**config.mk**
```make
export PLATFORM = sky130hd
export DESIGN_NAME = traffic_phase_scheduler
export DESIGN_NICKNAME = d
export VERILOG_FILES = /design/src/rtl/traffic_pkg.sv /design/src/rtl/traffic_phase_scheduler_tick_gen.sv /design/src/rtl/traffic_phase_scheduler.sv
export SDC_FILE = /design/constraint.sdc
export NUM_CORES = 1
export LEC_CHECK = 0
export ABC_AREA = 0
export CAP_MARGIN = 20
export CORE_MARGIN = 2
export CORE_UTILIZATION = 50
export CTS_CLUSTER_DIAMETER = 150
export CTS_CLUSTER_SIZE = 30
export DETAILED_ROUTE_END_ITERATION = 10
export PLACE_DENSITY = 0.83
export SLEW_MARGIN = 20
export SYNTH_ARGS = -nofsm -noshare
export SYNTH_HDL_FRONTEND = slang
export SYNTH_HIERARCHICAL = 1
export SYNTH_SLANG_ARGS = --single-unit
```
**constraint.sdc**
```tcl
create_clock -name clk -period 3.33 [get_ports clk]
set_input_delay 0.4995 -clock clk [delete_from_list [all_inputs] [get_ports clk]]
set_output_delay 0.4995 -clock clk [all_outputs]
set_load 0.05 [all_outputs]
```
**src/rtl/traffic_pkg.sv**
```systemverilog
// Shared light codes, direction indices and scheduler state encoding.
package traffic_pkg;

  localparam int unsigned NUM_DIR = 4;
  localparam int unsigned DIR_W   = 2;
  localparam int unsigned LIGHT_W = 2;

  localparam logic [LIGHT_W-1:0] LIGHT_RED    = 2'b00;
  localparam logic [LIGHT_W-1:0] LIGHT_YELLOW = 2'b01;
  localparam logic [LIGHT_W-1:0] LIGHT_GREEN  = 2'b10;

  localparam logic [DIR_W-1:0] DIR_N = 2'd0;
  localparam logic [DIR_W-1:0] DIR_E = 2'd1;
  localparam logic [DIR_W-1:0] DIR_S = 2'd2;
  localparam logic [DIR_W-1:0] DIR_WEST = 2'd3;

  typedef enum logic [1:0] {
    ST_INIT   = 2'd0,
    ST_ALLRED = 2'd1,
    ST_GREEN  = 2'd2,
    ST_YELLOW = 2'd3
  } state_e;

  // One light code per approach, indexed by direction.
  typedef logic [NUM_DIR-1:0][LIGHT_W-1:0] lights_t;

  // One-hot mask for a direction index.
  function automatic logic [NUM_DIR-1:0] dir_onehot(input logic [DIR_W-1:0] d);
    return NUM_DIR'(1) << d;
  endfunction

endpackage

```
**src/rtl/traffic_phase_scheduler_tick_gen.sv**
```systemverilog
// Free-running divider producing a one-cycle timing tick every TICK_DIV clocks.
module tick_gen #(
  parameter int unsigned TICK_DIV = 50000000
) (
  input  logic clk,
  input  logic reset,
  output logic tick
);

  localparam int unsigned CNT_W = (TICK_DIV > 1) ? $clog2(TICK_DIV) : 1;

  logic [CNT_W-1:0] cnt_q;
  logic [CNT_W-1:0] cnt_d;

  assign tick = (cnt_q == CNT_W'(TICK_DIV - 1));

  // Wrap to zero on the tick cycle, otherwise count up.
  always_comb begin
    cnt_d = cnt_q + CNT_W'(1);
    if (tick) begin
      cnt_d = '0;
    end
  end

  // Counter register, cleared only by reset.
  always_ff @(posedge clk or negedge reset) begin
    if (!reset) begin
      cnt_q <= '0;
    end else begin
      cnt_q <= cnt_d;
    end
  end

endmodule

```
**src/rtl/traffic_phase_scheduler.sv**
```systemverilog
// Demand-driven round-robin phase scheduler for a four-approach intersection
// with min/max green, fixed yellow and all-red clearance, and emergency preemption.
module traffic_phase_scheduler
  import traffic_pkg::*;
#(
  parameter int unsigned TICK_DIV  = 50000000,
  parameter int unsigned MIN_GREEN = 5,
  parameter int unsigned MAX_GREEN = 9,
  parameter int unsigned YELLOW_T  = 1,
  parameter int unsigned ALLRED_T  = 1
) (
  input  logic                 clk,
  input  logic                 reset,
  input  logic [NUM_DIR-1:0]   req,
  input  logic                 emerg_valid,
  input  logic [DIR_W-1:0]     emerg_dir,
  output logic [LIGHT_W-1:0]   north,
  output logic [LIGHT_W-1:0]   east,
  output logic [LIGHT_W-1:0]   south,
  output logic [LIGHT_W-1:0]   west,
  output logic [NUM_DIR-1:0]   grant,
  output logic [DIR_W-1:0]     active_dir
);

  localparam int unsigned PH_MAX_A = (MAX_GREEN > YELLOW_T) ? MAX_GREEN : YELLOW_T;
  localparam int unsigned PH_MAX   = (PH_MAX_A > ALLRED_T) ? PH_MAX_A : ALLRED_T;
  localparam int unsigned PH_W     = $clog2(PH_MAX + 1);

  localparam logic [PH_W-1:0] PH_MIN_G  = PH_W'(MIN_GREEN - 1);
  localparam logic [PH_W-1:0] PH_MAX_G  = PH_W'(MAX_GREEN - 1);
  localparam logic [PH_W-1:0] PH_YELLOW = PH_W'(YELLOW_T - 1);
  localparam logic [PH_W-1:0] PH_ALLRED = PH_W'(ALLRED_T - 1);

  // Round-robin pick: first requesting approach at last+1, +2, +3, then last.
  function automatic logic [DIR_W:0] rr_pick(input logic [NUM_DIR-1:0] r,
                                             input logic [DIR_W-1:0]   last);
    logic [DIR_W:0]   res;
    logic [DIR_W-1:0] idx;
    res = '0;
    for (int k = NUM_DIR; k >= 1; k--) begin
      idx = last + DIR_W'(k);
      if (r[idx]) begin
        res = {1'b1, idx};
      end
    end
    return res;
  endfunction

  logic tick;

  state_e             state_q, state_d;
  logic [DIR_W-1:0]   active_q, active_d;
  logic [DIR_W-1:0]   last_q, last_d;
  logic [PH_W-1:0]    phase_q, phase_d;
  lights_t            lights_q, lights_d;
  logic [NUM_DIR-1:0] grant_q, grant_d;

  logic [DIR_W:0]     sel;
  logic               emerg_here;
  logic               preempt;
  logic               gap_out;
  logic               max_out;

  tick_gen #(
    .TICK_DIV (TICK_DIV)
  ) u_tick_gen (
    .clk   (clk),
    .reset (reset),
    .tick  (tick)
  );

  // Next-approach selection and green-exit conditions.
  always_comb begin
    sel        = emerg_valid ? {1'b1, emerg_dir} : rr_pick(req, last_q);
    emerg_here = emerg_valid && (emerg_dir == active_q);
    preempt    = emerg_valid && (emerg_dir != active_q);
    gap_out    = (phase_q >= PH_MIN_G) && !req[active_q] && !emerg_here;
    max_out    = (phase_q >= PH_MAX_G) && |(req & ~dir_onehot(active_q)) && !emerg_here;
  end

  // Phase sequencing; state only advances on tick cycles.
  always_comb begin
    state_d  = state_q;
    active_d = active_q;
    last_d   = last_q;
    phase_d  = phase_q;
    if (tick) begin
      unique case (state_q)
        ST_INIT: begin
          state_d = ST_ALLRED;
          phase_d = '0;
        end
        ST_ALLRED: begin
          if (phase_q == PH_ALLRED) begin
            if (sel[DIR_W]) begin
              state_d  = ST_GREEN;
              active_d = sel[DIR_W-1:0];
              phase_d  = '0;
            end
          end else begin
            phase_d = phase_q + PH_W'(1);
          end
        end
        ST_GREEN: begin
          if (preempt || gap_out || max_out) begin
            state_d = ST_YELLOW;
            phase_d = '0;
          end else if (phase_q != PH_MAX_G) begin
            phase_d = phase_q + PH_W'(1);
          end
        end
        ST_YELLOW: begin
          if (phase_q == PH_YELLOW) begin
            state_d = ST_ALLRED;
            last_d  = active_q;
            phase_d = '0;
          end else begin
            phase_d = phase_q + PH_W'(1);
          end
        end
        default: begin
          state_d = ST_INIT;
          phase_d = '0;
        end
      endcase
    end
  end

  // Light and grant decode of the next state, registered alongside it.
  always_comb begin
    lights_d = {NUM_DIR{LIGHT_RED}};
    grant_d  = '0;
    unique case (state_d)
      ST_INIT:   lights_d = {NUM_DIR{LIGHT_YELLOW}};
      ST_GREEN: begin
        lights_d[active_d] = LIGHT_GREEN;
        grant_d            = dir_onehot(active_d);
      end
      ST_YELLOW: lights_d[active_d] = LIGHT_YELLOW;
      default:   lights_d = {NUM_DIR{LIGHT_RED}};
    endcase
  end

  // State, direction, phase timer and output registers.
  always_ff @(posedge clk or negedge reset) begin
    if (!reset) begin
      state_q  <= ST_INIT;
      active_q <= DIR_N;
      last_q   <= DIR_WEST;
      phase_q  <= '0;
      lights_q <= {NUM_DIR{LIGHT_YELLOW}};
      grant_q  <= '0;
    end else begin
      state_q  <= state_d;
      active_q <= active_d;
      last_q   <= last_d;
      phase_q  <= phase_d;
      lights_q <= lights_d;
      grant_q  <= grant_d;
    end
  end

  assign north      = lights_q[DIR_N];
  assign east       = lights_q[DIR_E];
  assign south      = lights_q[DIR_S];
  assign west       = lights_q[DIR_WEST];
  assign grant      = grant_q;
  assign active_dir = active_q;

endmodule

```
Yosys cells after proc, flatten, opt, wreduce, memory -nomap -nowiden:

Cells that the tools add are included.

* register bits after elaboration: 48
* bits in latches: 0
* memory bits (writable): 0
* ROM bits: 0
* input port bits: 9
* output and inout bits: 14
* memories: 0

* $add $sub $neg: 5
* multipliers: 0
* div/mod/pow operators: 0
* magnitude comparators: 9
* equal/unequal tests: 11
* shift operators: 2
* multiplexer cells: 36
* bitwise operators: 2
* reductions and logical operators: 17

Operators with widths (number)
* $add 26x1->26 const B: 1
* $eq 26x26->1 const B: 1
* $mux 26: 1
* $mux 4: 6
* $pmux 8 s3: 1
* $mux 2: 10
* $lt 2x3->1 const B: 6
* $pmux 4 s4: 1
* $mux 3: 5
* $bmux 1 s2: 5
* $eq 2x2->1 const B: 4
* $pmux 2 s4: 1
* $shl 1x2->4 const A: 2
* $logic_and 1x1->1: 7
* $ne 3x3->1 const B: 2
* $reduce_and 3->1: 2
* $mux 1: 5
* $add 2x2->2 const B: 2
* $add 4x1->4 const B: 1
* $and 4x4->4: 1
* $demux 2 s2: 1
* $ge 4x3->1 const B: 1
* $ge 4x4->1 const B: 1
* $logic_not 2->1: 2
* other kinds (11): 13

Depth between registers and ports, before layout:

* depth after elaboration: 16
* gate-level depth with buffers: 10
* mapped depth without buffers: 9

Cells and area by module:

The synthesis kept the hierarchy.

Modules (own cells, without submodules)
* tick_gen: instances 1, cells each 134, area an instance 1337.5 µm², sequential area each 650.6 µm²
* traffic_phase_scheduler: instances 1, cells each 138, area an instance 1288.7 µm², sequential area each 558.0 µm²

Worst setup path before layout:

OpenSTA, ideal clock, no wires.

* path type: register to register
* start point: reg u_tick_gen.cnt_q[2]
* end point: reg lights_q (netlist bit north[0])
* setup time: 0.069 ns
* data arrival time: 2.405 ns
* data required time: 3.261 ns
* slack: 0.856 ns
* cell stages (with the launch flop): 10
* period minus slack after synthesis: 2.474 ns
* path through: dfrtp_1 and4_1 nand2_1 nor4_4 buf_2 nand2_1 nor3_2 nor2_1 or3_4 o21ai_2

RTL lines
* start: declaration: RTL line traffic_phase_scheduler_tick_gen.sv:12 `logic [CNT_W-1:0] cnt_q;`
* start signal: assignment: RTL line traffic_phase_scheduler_tick_gen.sv:30 `cnt_q <= cnt_d;`
* end signal: assignment: RTL line traffic_phase_scheduler.sv:151 `lights_q <= {NUM_DIR{LIGHT_YELLOW}};`
* end signal: assignment: RTL line traffic_phase_scheduler.sv:158 `lights_q <= lights_d;`
* end: declaration: RTL line traffic_phase_scheduler.sv:55 `lights_t lights_q, lights_d;`

==> results.md <==
* Sequential fraction of the synthesis area at a little under half
* CP Capture Type: register
* Max incr delay on CP at around 0.48 ns
* Net count after synthesis at between 200 and 300
* Cell with the most instances after synthesis: dfrtp_1
* Final hold vios at 0
* Worst-Margin Slew at a little under 0.6 ns
* CP max FO at 7
* Synth cell count leaders: dfrtp_1 (42), nor2_1 (27), nand2_1 (21), o21ai_0 (17), a21oi_1 (14)
* GPL Wtd Cong at between 0.8 and 0.9
* Top cells by area, synth: dfrtp_1 (40%), dfstp_2 (6.0%), nor2_1 (3.9%)
* Synth Flop Type: dfrtp_1
* Distinct cells, synth at 57
* Minimum clock period at about 2.5 ns
* Initial antenna violation count at 0
* Mapped Area at about 2600 sq um
* Post-synth EDFFs at 0
* Final hold slack at a little under 0.2 ns
* Clock buffer depth at 2
* Arrival @ worst endpoint at about 2.7 ns
* FMAX at about 410 MHz
* TritonCTS Buffers at 5
* Setup bufs post-CTS at 0
* Die Height at 76.5 um
* Pins Over Slew Limit at 0
* Cells after synthesis at roughly 270
* PnR worst setup slack at 0.866 ns
* PortBufs at 22
* CP max-delay cell: dfrtp_1
* Critical Path Start Type: register
* Layout net count at between 300 and 400
* Horiz. Die Dim at ~76 um
* Core ar. at about 5000 sq um
* Sink Count at 48
* Vias at between 2,000 and 2,500
* Yosys reg bits at 48
* Post-synth top area share at 40.0%
* Antenna-violating nets left at 0
* Yosys Warn Count at 6
* Total congestion overflow at 0
* Vias in the first global route at between 1,500 and 2,000
* Dpl ws at approximately 0.69 ns
* Leak at approximately 0.0012 uW
* First-pass GRT wire length at around 9 mm
* Drt pass-1 iters at 5
* Clock Tree Root: clkbuf_8
* CP required at around 3.5 ns
* Row cnt at 26
* Die area at 5850 sq um
* Setup TNS at 0 ns
* RSZ-0062 raised after global routing: false
* CTS resizes at 0
* Total of max-cap violations at 0
* Drt first-iter violations at 90
* CTS tree: done
* Gr usage total at 19.2%
* Status: complete, no violations
* Starting density of the core at between 50% and 60%
* Clock latency on the worst-skew pair at around 0.3 ns
* Layout Cells excl Fill at between 300 and 400
* Wirelength, routed at roughly 5.2 mm
* Ports at 23
* # diodes at 0
* Tcrit/Tclk final at 74.0%
* Final setup viols at 0
* Avg Cell Area, Syn at ~9.7 sq um
* Area Growth Syn to Fin at 13.7%
* CP cell instances: and4_1, nand2_1, nor4_4, nand2_1, nor3_2, nand3_1, a2bb2oi_1, o21ai_0
* Cts hold-fix bufs at 0
* WS Path Type: register to register
* HP Class: input pin to async pin
* Post-synth top area cell: dfrtp_1
* DP Wirelength at approximately 3.8 mm
* Largest net degree at the start of global routing at 49
* Critical path's most frequent cell: nand2_1
* Average vias per placed instance at ~5.7
* Routed len/inst at roughly 14 um
* # DRC at 0
* Power density over cell area at around 350 nW/um^2
* Synth async-reset ratio at 100%
* Post-layout power at about 1100 uW
* IR Drop Worst-Case VDD at approximately 0.18 mV
* Reg clk slew, reported paths at approximately 0.09 ns
* Share of layout cells above drive strength 1 at between 10% and 20%
* Slew HR at between 60% and 70%
* Clock H-tree levels at 2
* Worst Skew at 0.0118 ns
* # placed instances at 357
==> layout by cell type, fill, tap and decap left out, types with 5 or more instances in the layout <==
master	synthesis	final
dfrtp_1	42	42
nor2_1	27	27
nand2_1	21	21
clkdlybuf4s50_1	0	21
o21ai_0	17	17
a21oi_1	14	14
nand3_1	13	13
inv_1	12	12
xnor2_1	11	11
xor2_1	8	8
nand4_1	7	7
and3_1	6	6
nor4_1	6	6
clkbuf_8	0	6
dfstp_2	6	6
nand2b_1	5	5
or3_1	5	5
==> through the flow <==
stage | util [%] | cell area, sq um
2_1_floorplan | - | 2630
3_3_place_gp | 57.0 | 2890
3_5_place_dp | 57.0 | 2890
4_1_cts | 58.8 | 2980
5_1_grt | 58.8 | 2990
6_report | 58.8 | 2990
==> worst max-delay path: cells and delay by family, from the launching register on <==
| family | cells | cell delay [ns] |
|---|---|---|
| AO/OA/AOI/OAI | 2 | 0.41 |
| AND/OR/NAND/NOR | 6 | 1.48 |
| flip-flops | 1 | 0.48 |
==> path summary, 6_finish.rpt <==
| kind | start | to | slack [ns] | depth (start not counted) |
|---|---|---|---|---|
| max | u_tick_gen/cnt_q[2] | west[0] | 0.87 | 8 |
| min | reset | u_tick_gen/cnt_q[11] | 0.19 | 1 |
| max reg2reg | u_tick_gen/cnt_q[2] | west[0] | 0.87 | 8 |
| min reg2reg | u_tick_gen/cnt_q[24] | u_tick_gen/cnt_q[24] | 0.52 | 1 |
| max in group asynchronous | reset | last_q[0] | 2.74 | 1 |
| min in group clk | u_tick_gen/cnt_q[24] | u_tick_gen/cnt_q[24] | 0.52 | 1 |
==> sequential cells by signal, summed over array words and instances, names as in the netlist <==
name              flops
active_dir            2
north                 2
east                  2
phase_q               4
last_q                2
u_tick_gen/cnt_q     26
state_q               2
south                 2
grant                 4
west                  2
==> cells by family (layout without fill, tap and decap cells) <==
group,Yosys count,count (layout),share of synthesized area [%]
simple gates,125,125,27.6
compound gates,54,54,13.9
flops,48,48,46.0
buf+inv,20,43,3.48
xor+xnor,19,19,6.34
fa+ha+maj,4,4,1.91
mux,2,2,0.762
==> cell type report <==
type / instances / area, sq um
tap: 70 / 87.6
fill: 446 / 2090
inverter: 12 / 45.0
sequential: 48 / 1210
timing repair buffer: 23 / 225
multi-input combinational: 204 / 1330
clock buffer: 6 / 82.6
clock inverter: 2 / 10.0
==> routing by layer <==
metal | up-vias | wire [um] | share of wire (%) | GRT usage (%)
met3 | 11 | 125 | 2.4 | 3.55
met2 | 34 | 2700 | 52 | 31.7
met5 | - | 0 | 0 | 0
li1 | 1023 | - | - | -
met4 | 0 | 100 | 1.9 | 8.36
met1 | 1020 | 2290 | 44 | 24.8
==> where the power goes <==
part           leakage, uW  internal [uW]  total (uW)  switching [uW]
combinational     0.000556           37.2         105            67.6
sequential        0.000613            591         596            5.50
clock            0.0000510            166         356             190
total              0.00122            794        1060             263
Power figures use the tool's default switching activity.
